### config.mk
export PLATFORM = sky130hd
export DESIGN_NAME = pipe_stage_skid
export DESIGN_NICKNAME = d
export VERILOG_FILES = /design/src/rtl/pipeline_pkg.sv /design/src/rtl/sat_counter.sv /design/src/rtl/pipe_stage_skid.sv
export SDC_FILE = /design/constraint.sdc
export NUM_CORES = 1
export LEC_CHECK = 0
export BUFFER_PORTS_ARGS = -buffer_cell sky130_fd_sc_hd__buf_4
export CORE_MARGIN = 2
export CORE_UTILIZATION = 38
export DETAILED_ROUTE_END_ITERATION = 10
export SYNTH_ARGS = -nofsm -noshare
export SYNTH_HDL_FRONTEND = slang
export SYNTH_SLANG_ARGS = --single-unit
### constraint.sdc
create_clock -name clk_i -period 2.2 [get_ports clk_i]
set_clock_uncertainty 0.15 [all_clocks]
set_input_delay 0.44 -clock clk_i [delete_from_list [all_inputs] [get_ports clk_i]]
set_output_delay 0.44 -clock clk_i [all_outputs]
set_load 0.05 [all_outputs]
### src/rtl/pipeline_pkg.sv
// Shared pipeline definitions.
//
// Holds the handshake-stage state encoding and default widths used by
// pipe_stage_skid and its sub-modules. The stage never stores this state
// explicitly; it is derived from the two valid bits so that debug logic and
// assertions can refer to it by name.

package pipeline_pkg;

  // state        | meaning
  // ST_EMPTY     | no entry held, in_ready_o=1
  // ST_BUSY      | main entry held, skid empty
  // ST_FULL      | main and skid entries held, upstream blocked
  typedef enum logic [1:0] {
    ST_EMPTY = 2'd0,
    ST_BUSY  = 2'd1,
    ST_FULL  = 2'd2
  } stage_state_e;

  localparam int STAGE_CNT_W_DEFAULT = 32;

  function automatic stage_state_e stage_state(input logic mvalid, input logic svalid);
    if (svalid)      return ST_FULL;
    else if (mvalid) return ST_BUSY;
    else             return ST_EMPTY;
  endfunction

endpackage

### src/rtl/sat_counter.sv
// Saturating up-counter.
//
// Ports:
//   clk_i  in   clock, rising edge
//   rst    in   synchronous, active-high reset (clears the count)
//   inc_i  in   count this cycle
//   cnt_o  out  current count, holds at all-ones instead of wrapping

module sat_counter #(
  parameter int W = 32
) (
  input  logic         clk_i,
  input  logic         rst,
  input  logic         inc_i,
  output logic [W-1:0] cnt_o
);

  logic at_max;

  assign at_max = (cnt_o == {W{1'b1}});

  always_ff @(posedge clk_i) begin
    if (rst) begin
      cnt_o <= '0;
    end else if (inc_i && !at_max) begin
      cnt_o <= cnt_o + 1'b1;
    end
  end

endmodule

### src/rtl/pipe_stage_skid.sv
// Reusable pipeline stage register with valid/ready handshake.
//
// A main register drives the downstream side directly. With SKID=1 a second
// register catches the payload accepted in the cycle the downstream stalls,
// which lets in_ready_o come straight from a flop (no path from out_ready_i)
// while still sustaining one payload per cycle. With SKID=0 the stage holds a
// single entry and in_ready_o is combinational.
//
// Ports:
//   clk_i        in   clock, rising edge
//   rst          in   synchronous, active-high reset; clears all entries
//   flush_i      in   squash all held entries next cycle
//   in_valid_i   in   upstream payload valid
//   in_ready_o   out  stage accepts a payload this cycle
//   in_data_i    in   upstream payload
//   out_valid_o  out  downstream payload valid
//   out_ready_i  in   downstream accepts this cycle
//   out_data_o   out  downstream payload
//   stall_cnt_o  out  saturating count of cycles with valid output not taken

module pipe_stage_skid
  import pipeline_pkg::*;
#(
  parameter int WIDTH      = 64,
  parameter bit SKID       = 1'b1,
  parameter bit FLUSH_ZERO = 1'b1,
  parameter int CNT_W      = STAGE_CNT_W_DEFAULT
) (
  input  logic             clk_i,
  input  logic             rst,
  input  logic             flush_i,
  input  logic             in_valid_i,
  output logic             in_ready_o,
  input  logic [WIDTH-1:0] in_data_i,
  output logic             out_valid_o,
  input  logic             out_ready_i,
  output logic [WIDTH-1:0] out_data_o,
  output logic [CNT_W-1:0] stall_cnt_o
);

  logic             mvalid, mvalid_n;
  logic             svalid, svalid_n;
  logic [WIDTH-1:0] mdata, mdata_n;
  logic [WIDTH-1:0] sdata, sdata_n;
  logic             acc, ret;
  stage_state_e     state;

  assign state = stage_state(mvalid, svalid);

  // Skid mode: ready depends only on the registered skid valid, so the
  // upstream never sees a path from out_ready_i.
  assign in_ready_o  = SKID ? !svalid : (!mvalid || out_ready_i);
  assign acc         = in_valid_i && in_ready_o;
  assign ret         = mvalid && out_ready_i;
  assign out_valid_o = mvalid;
  assign out_data_o  = mdata;

  always_ff @(posedge clk_i) begin
    if (rst) begin
      mvalid <= 1'b0;
      svalid <= 1'b0;
      mdata  <= '0;
      sdata  <= '0;
    end else begin
      mvalid <= mvalid_n;
      svalid <= svalid_n;
      mdata  <= mdata_n;
      sdata  <= sdata_n;
    end
  end

  always_comb begin
    mvalid_n = mvalid;
    svalid_n = svalid;
    mdata_n  = mdata;
    sdata_n  = sdata;

    if (flush_i) begin
      // A payload accepted alongside the flush is dropped with the rest.
      mvalid_n = 1'b0;
      svalid_n = 1'b0;
      if (FLUSH_ZERO) begin
        mdata_n = '0;
        sdata_n = '0;
      end
    end else if (SKID) begin
      case (state)
        ST_EMPTY: begin
          if (acc) begin
            mvalid_n = 1'b1;
            mdata_n  = in_data_i;
          end
        end
        ST_BUSY: begin
          if (acc && ret) begin
            mdata_n = in_data_i;
          end else if (acc) begin
            svalid_n = 1'b1;
            sdata_n  = in_data_i;
          end else if (ret) begin
            mvalid_n = 1'b0;
          end
        end
        ST_FULL: begin
          // Skid entry is older than anything upstream, so it moves up
          // before new data may be accepted.
          if (ret) begin
            mdata_n  = sdata;
            svalid_n = 1'b0;
          end
        end
        default: begin
          mvalid_n = 1'b0;
          svalid_n = 1'b0;
        end
      endcase
    end else begin
      if (acc) begin
        mvalid_n = 1'b1;
        mdata_n  = in_data_i;
      end else if (ret) begin
        mvalid_n = 1'b0;
      end
    end
  end

  sat_counter #(
    .W(CNT_W)
  ) u_stall_cnt (
    .clk_i (clk_i),
    .rst   (rst),
    .inc_i (mvalid && !out_ready_i),
    .cnt_o (stall_cnt_o)
  );

`ifndef SYNTHESIS
  a_skid_needs_main : assert property (@(posedge clk_i) disable iff (rst)
    svalid |-> mvalid);

  a_stall_stable : assert property (@(posedge clk_i) disable iff (rst)
    (out_valid_o && !out_ready_i && !flush_i) |=> $stable(out_data_o));

  a_full_not_ready : assert property (@(posedge clk_i) disable iff (rst)
    (state == ST_FULL) |-> !in_ready_o);
`endif

endmodule

==> qor.txt, run 1 <==
crit-path max FO - 8
Post-Synthesis Cells - 780
row count - 48
CP Launch Type - flip-flop
core footprint - 17300 um2
Ports - 167
synthesized area - 6740 um2
minimum clock period - 2.09 ns
Post CTS Setup Buffer Count - 0
CTS resizes - 0
Slew @ Worst Pin - 0.537 ns
die footprint - 18800 um2
pre-CTS WS - -0.110 ns
Placed Area - 8420 um2
total clock sinks - 162
post-route ant nets - 0
Max stage delay on crit path - 0.47 ns
outcome - finished clean
Max-Cap Viols - 0
Main synth FF type - dfxtp_1
final cell count without fillers - 1174
fraction of layout cells with a size suffix above 1 - 0.287
IO buf count - 166
fraction of registers with async set/reset - 0
chip height - 137 um
slew margin rel. - 0.642
largest net degree at the start of global routing - 65
yosys warns - 0
crit path kind - reg2reg
clock root cell - clkbuf_16
Yosys reg bits - 162
crit path DAT - 2.28 ns
clk buf depth - 2
setup TNS - 0 ns
Synth area leader - dfxtp_1
setup ws final - 0.113 ns
antenna violations before repair - 0
drt initial violations - 314
pwr dens - 744 nW/um2
n_diodes - 0
Final Max Slew Viols - 0
RSZ-0062 raised after global routing - false
final hold violations - 0
Seq/Total Area, Yosys - 0.482
top-count cell post-synth - dfxtp_1
period utilization - 0.949
most used cell, CP - and4_1
DRC errors left - 0
Overflow after GRT - 0
VDD IR-drop max - 0.522 mV
Worst Path Required - 2.39 ns
syn nets - 850
Avg Inst Size Synth - 8.63 um2
Final nets - 1007
WL/cell - 14.6 um
Critical Path End Type - flip-flop
final wirelength - 17200 um
Fmax achieved - 479 MHz
top cell type's share of synthesized area - 0.482
overall routing resource usage - 0.185
Placer Congestion - 0.846
placed insts - 1143
routed vias - 5870
H-tree depth - 4
Detailed Place HPWL - 11400 um
vias in the first global route - 5351
TritonCTS clock tree - built
synth top area cells - dfxtp_1 (48%), mux2i_1 (9.7%), nand2_1 (7.9%)
final instance area - 9030 um2
smallest hold slack - 0.118 ns
Die W - 137 um
Worst path slowest cell - or4_1
CTS Buf Count - 17
top cells by count, synth - dfxtp_1 (162), nand2_1 (141), nor2_1 (89)
Netlist cell types - 46
number of hold buffers added after cts - 0
EDFF count, synth - 0
Syn-to-layout area delta - 34.1%
Leak - 0.00341 uW
drt pass-1 iters - 4
CP cell instances - and4_1 > and4_1 > and3_2 > buf_4 > or4_1 > a21oi_1
global-route wire length before repair - 27600 um
Initial Util - 0.389
post-DR vias/cell - 5.00
min-delay worst type - in2reg
worst skew pair latency - 0.42 ns
Final Setup Violations - 0
CTS clk-pin slew, worst paths - 0.07 ns
flip-flops by register name, indices dropped and copies added, names as in the netlist:
name / flops
u_stall_cnt.cnt_o: 32
svalid: 1
out_valid_o: 1
out_data_o: 64
sdata: 64
worst max-delay path, delay by kind of cell (launching register included):
family / cells / cell delay (ns)
compound gates: 1 / 0.14
simple gates: 4 / 1.21
buf+inv: 1 / 0.17
flops: 1 / 0.34
report_power, final:
group	switching, uW	internal, uW
clock network	1270	1720
registers	35.5	2990
logic	448	256
layout make-up:
class / instances / area, um2
Clock buffer: 18 / 439
Timing Repair Buffer: 195 / 1550
Clock inverter: 13 / 150
Multi-Input combinational cell: 556 / 3300
Fill cell: 1682 / 8270
Sequential cell: 162 / 3290
Tap cell: 225 / 282
Inverter: 5 / 18.8
per-stage QoR:
step,util,total power (uW)
after detailed placement,0.487,3810
after global routing,0.522,7000
after global placement,0.487,3800
after floorplan,-,3520
after CTS,0.521,6800
final,0.522,6720
layer usage:
layer	vias up	share of wire	global-route usage
met5	-	0	0
met4	0	0.010	0.0573
met3	12	0.063	0.0626
met2	125	0.44	0.273
met1	2679	0.49	0.254
li1	3054	-	-
path summary, 6_finish.rpt:
kind | cells after the start | startpoint | slack, ns | end
worst max-delay path | 6 | u_stall_cnt.cnt_o[19] | 0.11 | u_stall_cnt.cnt_o[5]
worst min-delay path | 3 | in_data_i[60] | 0.12 | sdata[60]
worst max register to register | 6 | u_stall_cnt.cnt_o[19] | 0.11 | u_stall_cnt.cnt_o[5]
worst min register to register | 2 | sdata[18] | 0.30 | sdata[18]
cells in the final DEF, fill, tap and decap left out, types with 8 or more instances in the layout:
cell	netlist	layout
nand3_1	14	12
buf_4	1	188
a211oi_1	65	65
nor2_1	89	88
a21oi_1	78	77
nand4_1	13	13
mux2_1	10	10
clkbuf_16	0	17
or3_1	8	8
nor2b_1	11	11
nand2_1	141	141
mux2i_1	65	65
dfxtp_2	0	32
dfxtp_1	162	129
kinds of logic after synthesis:
kind of cell | share of synthesized area
AND/OR/NAND/NOR | 0.202
AO/OA/AOI/OAI | 0.156
flip-flops | 0.482
multiplexers | 0.113
buffers and inverters | 0.0357
XOR/XNOR | 0.00910
adder cells (fa/ha/maj) | 0.00186
No activity file was read; power rests on OpenSTA's default activity.
==> run 2, diff against run 1 <==
--- a/config.mk
+++ b/config.mk
@@ -9,6 +9,7 @@
 export CORE_MARGIN = 2
 export CORE_UTILIZATION = 38
 export DETAILED_ROUTE_END_ITERATION = 10
+export GPL_TIMING_DRIVEN = 0
 export SYNTH_ARGS = -nofsm -noshare
 export SYNTH_HDL_FRONTEND = slang
 export SYNTH_SLANG_ARGS = --single-unit
==> run 2 against run 1 <==
Worst setup slack lost 0.042 ns; hold slack got worse by 0.023 ns; routed wire length is 7.7% higher; total power up 0.14%; sequential share of layout area about the same; cell area grew 0.35%; count of clock-buffer cells in the layout stayed put; die area stayed put; non-clock buffer count up 33; cell count is 2.9% higher; critical endpoint is now u_stall_cnt.cnt_o[26]; largest cell class unchanged; highest routed layer unchanged.
==> qor.txt, run 2 (synthesis results as in run 1) <==
outcome - finished clean
Initial Util - 0.389
CTS Buf Count - 17
total clock sinks - 162
Max stage delay on crit path - 0.52 ns
pwr dens - 743 nW/um2
Ports - 167
drt initial violations - 306
crit-path max FO - 8
CP Launch Type - flip-flop
worst skew pair latency - 0.43 ns
slew margin rel. - 0.509
Worst Path Required - 2.36 ns
fill cell count - 1693
minimum clock period - 2.13 ns
setup TNS - 0 ns
Critical Path End Type - flip-flop
Final Setup Violations - 0
global-route wire length before repair - 29000 um
Tot Pwr - 6730 uW
Final Max Slew Viols - 0
routed vias - 6095
VDD IR-drop max - 0.541 mV
clock root cell - clkbuf_16
TritonCTS clock tree - built
final wirelength - 18500 um
register area - 3300 um2
Die W - 137 um
Reg power frac - 0.449
IO buf count - 166
Int Power - 4960 uW
final hold violations - 0
H-tree depth - 4
Placer Congestion - 0.787
row count - 48
Comb pwr share - 0.107
RSZ-0062 raised after global routing - true
drt pass-1 iters - 7
vias in the first global route - 5667
number of hold buffers added after cts - 0
antenna violations before repair - 0
Detailed Place HPWL - 13100 um
largest net degree at the start of global routing - 17
WL/cell - 15.3 um
most frequent cells in the layout - buf_4 (172), nand2_1 (140), dfxtp_1 (130), nor2_1 (88), a21oi_1 (78)
post-route ant nets - 0
Final nets - 1040
commonest non-fill, non-tap cell in the layout - buf_4
n_diodes - 0
crit path DAT - 2.29 ns
Slew @ Worst Pin - 0.737 ns
fraction of layout cells with a size suffix above 1 - 0.280
Max-Cap Viols - 0
chip height - 137 um
CP cell instances - nand4_1 > or4_4 > a31oi_4 > nand4_1 > mux2_4
Overflow after GRT - 0
min-delay worst type - in2reg
crit path kind - reg2reg
core footprint - 17300 um2
post-DR vias/cell - 5.05
CTS clk-pin slew, worst paths - 0.07 ns
Worst path slowest cell - or4_4
CP Launch Point - u_stall_cnt.cnt_o[6]
most used cell, CP - nand4_1
worst min-delay path startpoint - out_ready_i
DRC errors left - 0
Leak - 0.00344 uW
Sw Ratio - 0.263
overall routing resource usage - 0.199
Syn-to-layout area delta - 34.6%
area occupied by multi-input gates - 3340 um2
clk buf depth - 2
Fmax achieved - 470 MHz
die footprint - 18800 um2
R2R Path Start - u_stall_cnt.cnt_o[6]
Final Util - 0.524
Clock Power Share - 0.443
Sw Pwr - 1770 uW
period utilization - 0.968
run 2: cell types whose count changed in the layout (fill, tap and decap cells not counted), moves of 3 or more:
cell        delta
clkbuf_1      +32
buf_4         -16
clkbuf_2      +11
buf_2          +8
buf_12         -7
clkinv_4       +5
dfxtp_2        -5
dfxtp_4        +4
nor3_1         -4
buf_1          +3
clkinvlp_4     -3
inv_6          -3
nor3_2         +3
run 2: repair_timing:
item | 4_1_cts | 5_1_grt
pin swaps | 0 | 2
gates resized for setup | 11 | 45
setup buffers | 2 | 3
endpoints found under the hold margin | 0 | 0
setup endpoints to repair | 129 | 130
run 2: worst paths after layout:
kind,cells past startpoint,end,slack (ns)
hold / removal,2,svalid,0.09
setup reg to reg,5,u_stall_cnt.cnt_o[26],0.07
setup / recovery,5,u_stall_cnt.cnt_o[26],0.07
hold reg to reg,2,sdata[12],0.30
run 2: power groups by stage:
stage	registers [uW]	clock network (uW)	logic [uW]
after global routing	3030	3160	781
after CTS	3030	3060	721
after detailed placement	3100	0	718
after floorplan	3290	0	231
final	3030	2990	721
after global placement	3100	0	715
run 2: metal layers:
| metal | share of wire | GRT usage |
|---|---|---|
| met1 | 0.47 | 0.266 |
| met5 | 0 | 0 |
| met3 | 0.067 | 0.0674 |
| met2 | 0.45 | 0.299 |
| met4 | 0.016 | 0.0699 |
run 2: area by class of cell:
cell class / instances / share of cell area
clock inverters: 14 / 0.0171
well taps: 225 / 0.0311
clock buffers: 18 / 0.0485
plain buffers: 57 / 0.0275
inverters: 5 / 0.00207
repair buffers: 171 / 0.142
multi-input cells: 556 / 0.368
flip-flops and latches: 162 / 0.364
run 2: per-stage QoR:
step	std cells	hold slack, ns	area [um2]	setup WS [ns]
5_1_grt	1208	0.0995	9060	-0.00111
4_1_cts	1205	0.0720	8930	0.00582
3_3_place_gp	1171	0.291	8300	-0.306
2_1_floorplan	780	0.286	6780	-0.0185
6_report	1208	0.0946	9060	0.0710
3_5_place_dp	1171	0.296	8300	-0.295
run 2: critical path, delay by kind of cell (launching register included):
family | cells | cell delay, ns
flops | 1 | 0.40
simple gates | 3 | 0.84
compound gates | 1 | 0.30
mux | 1 | 0.33
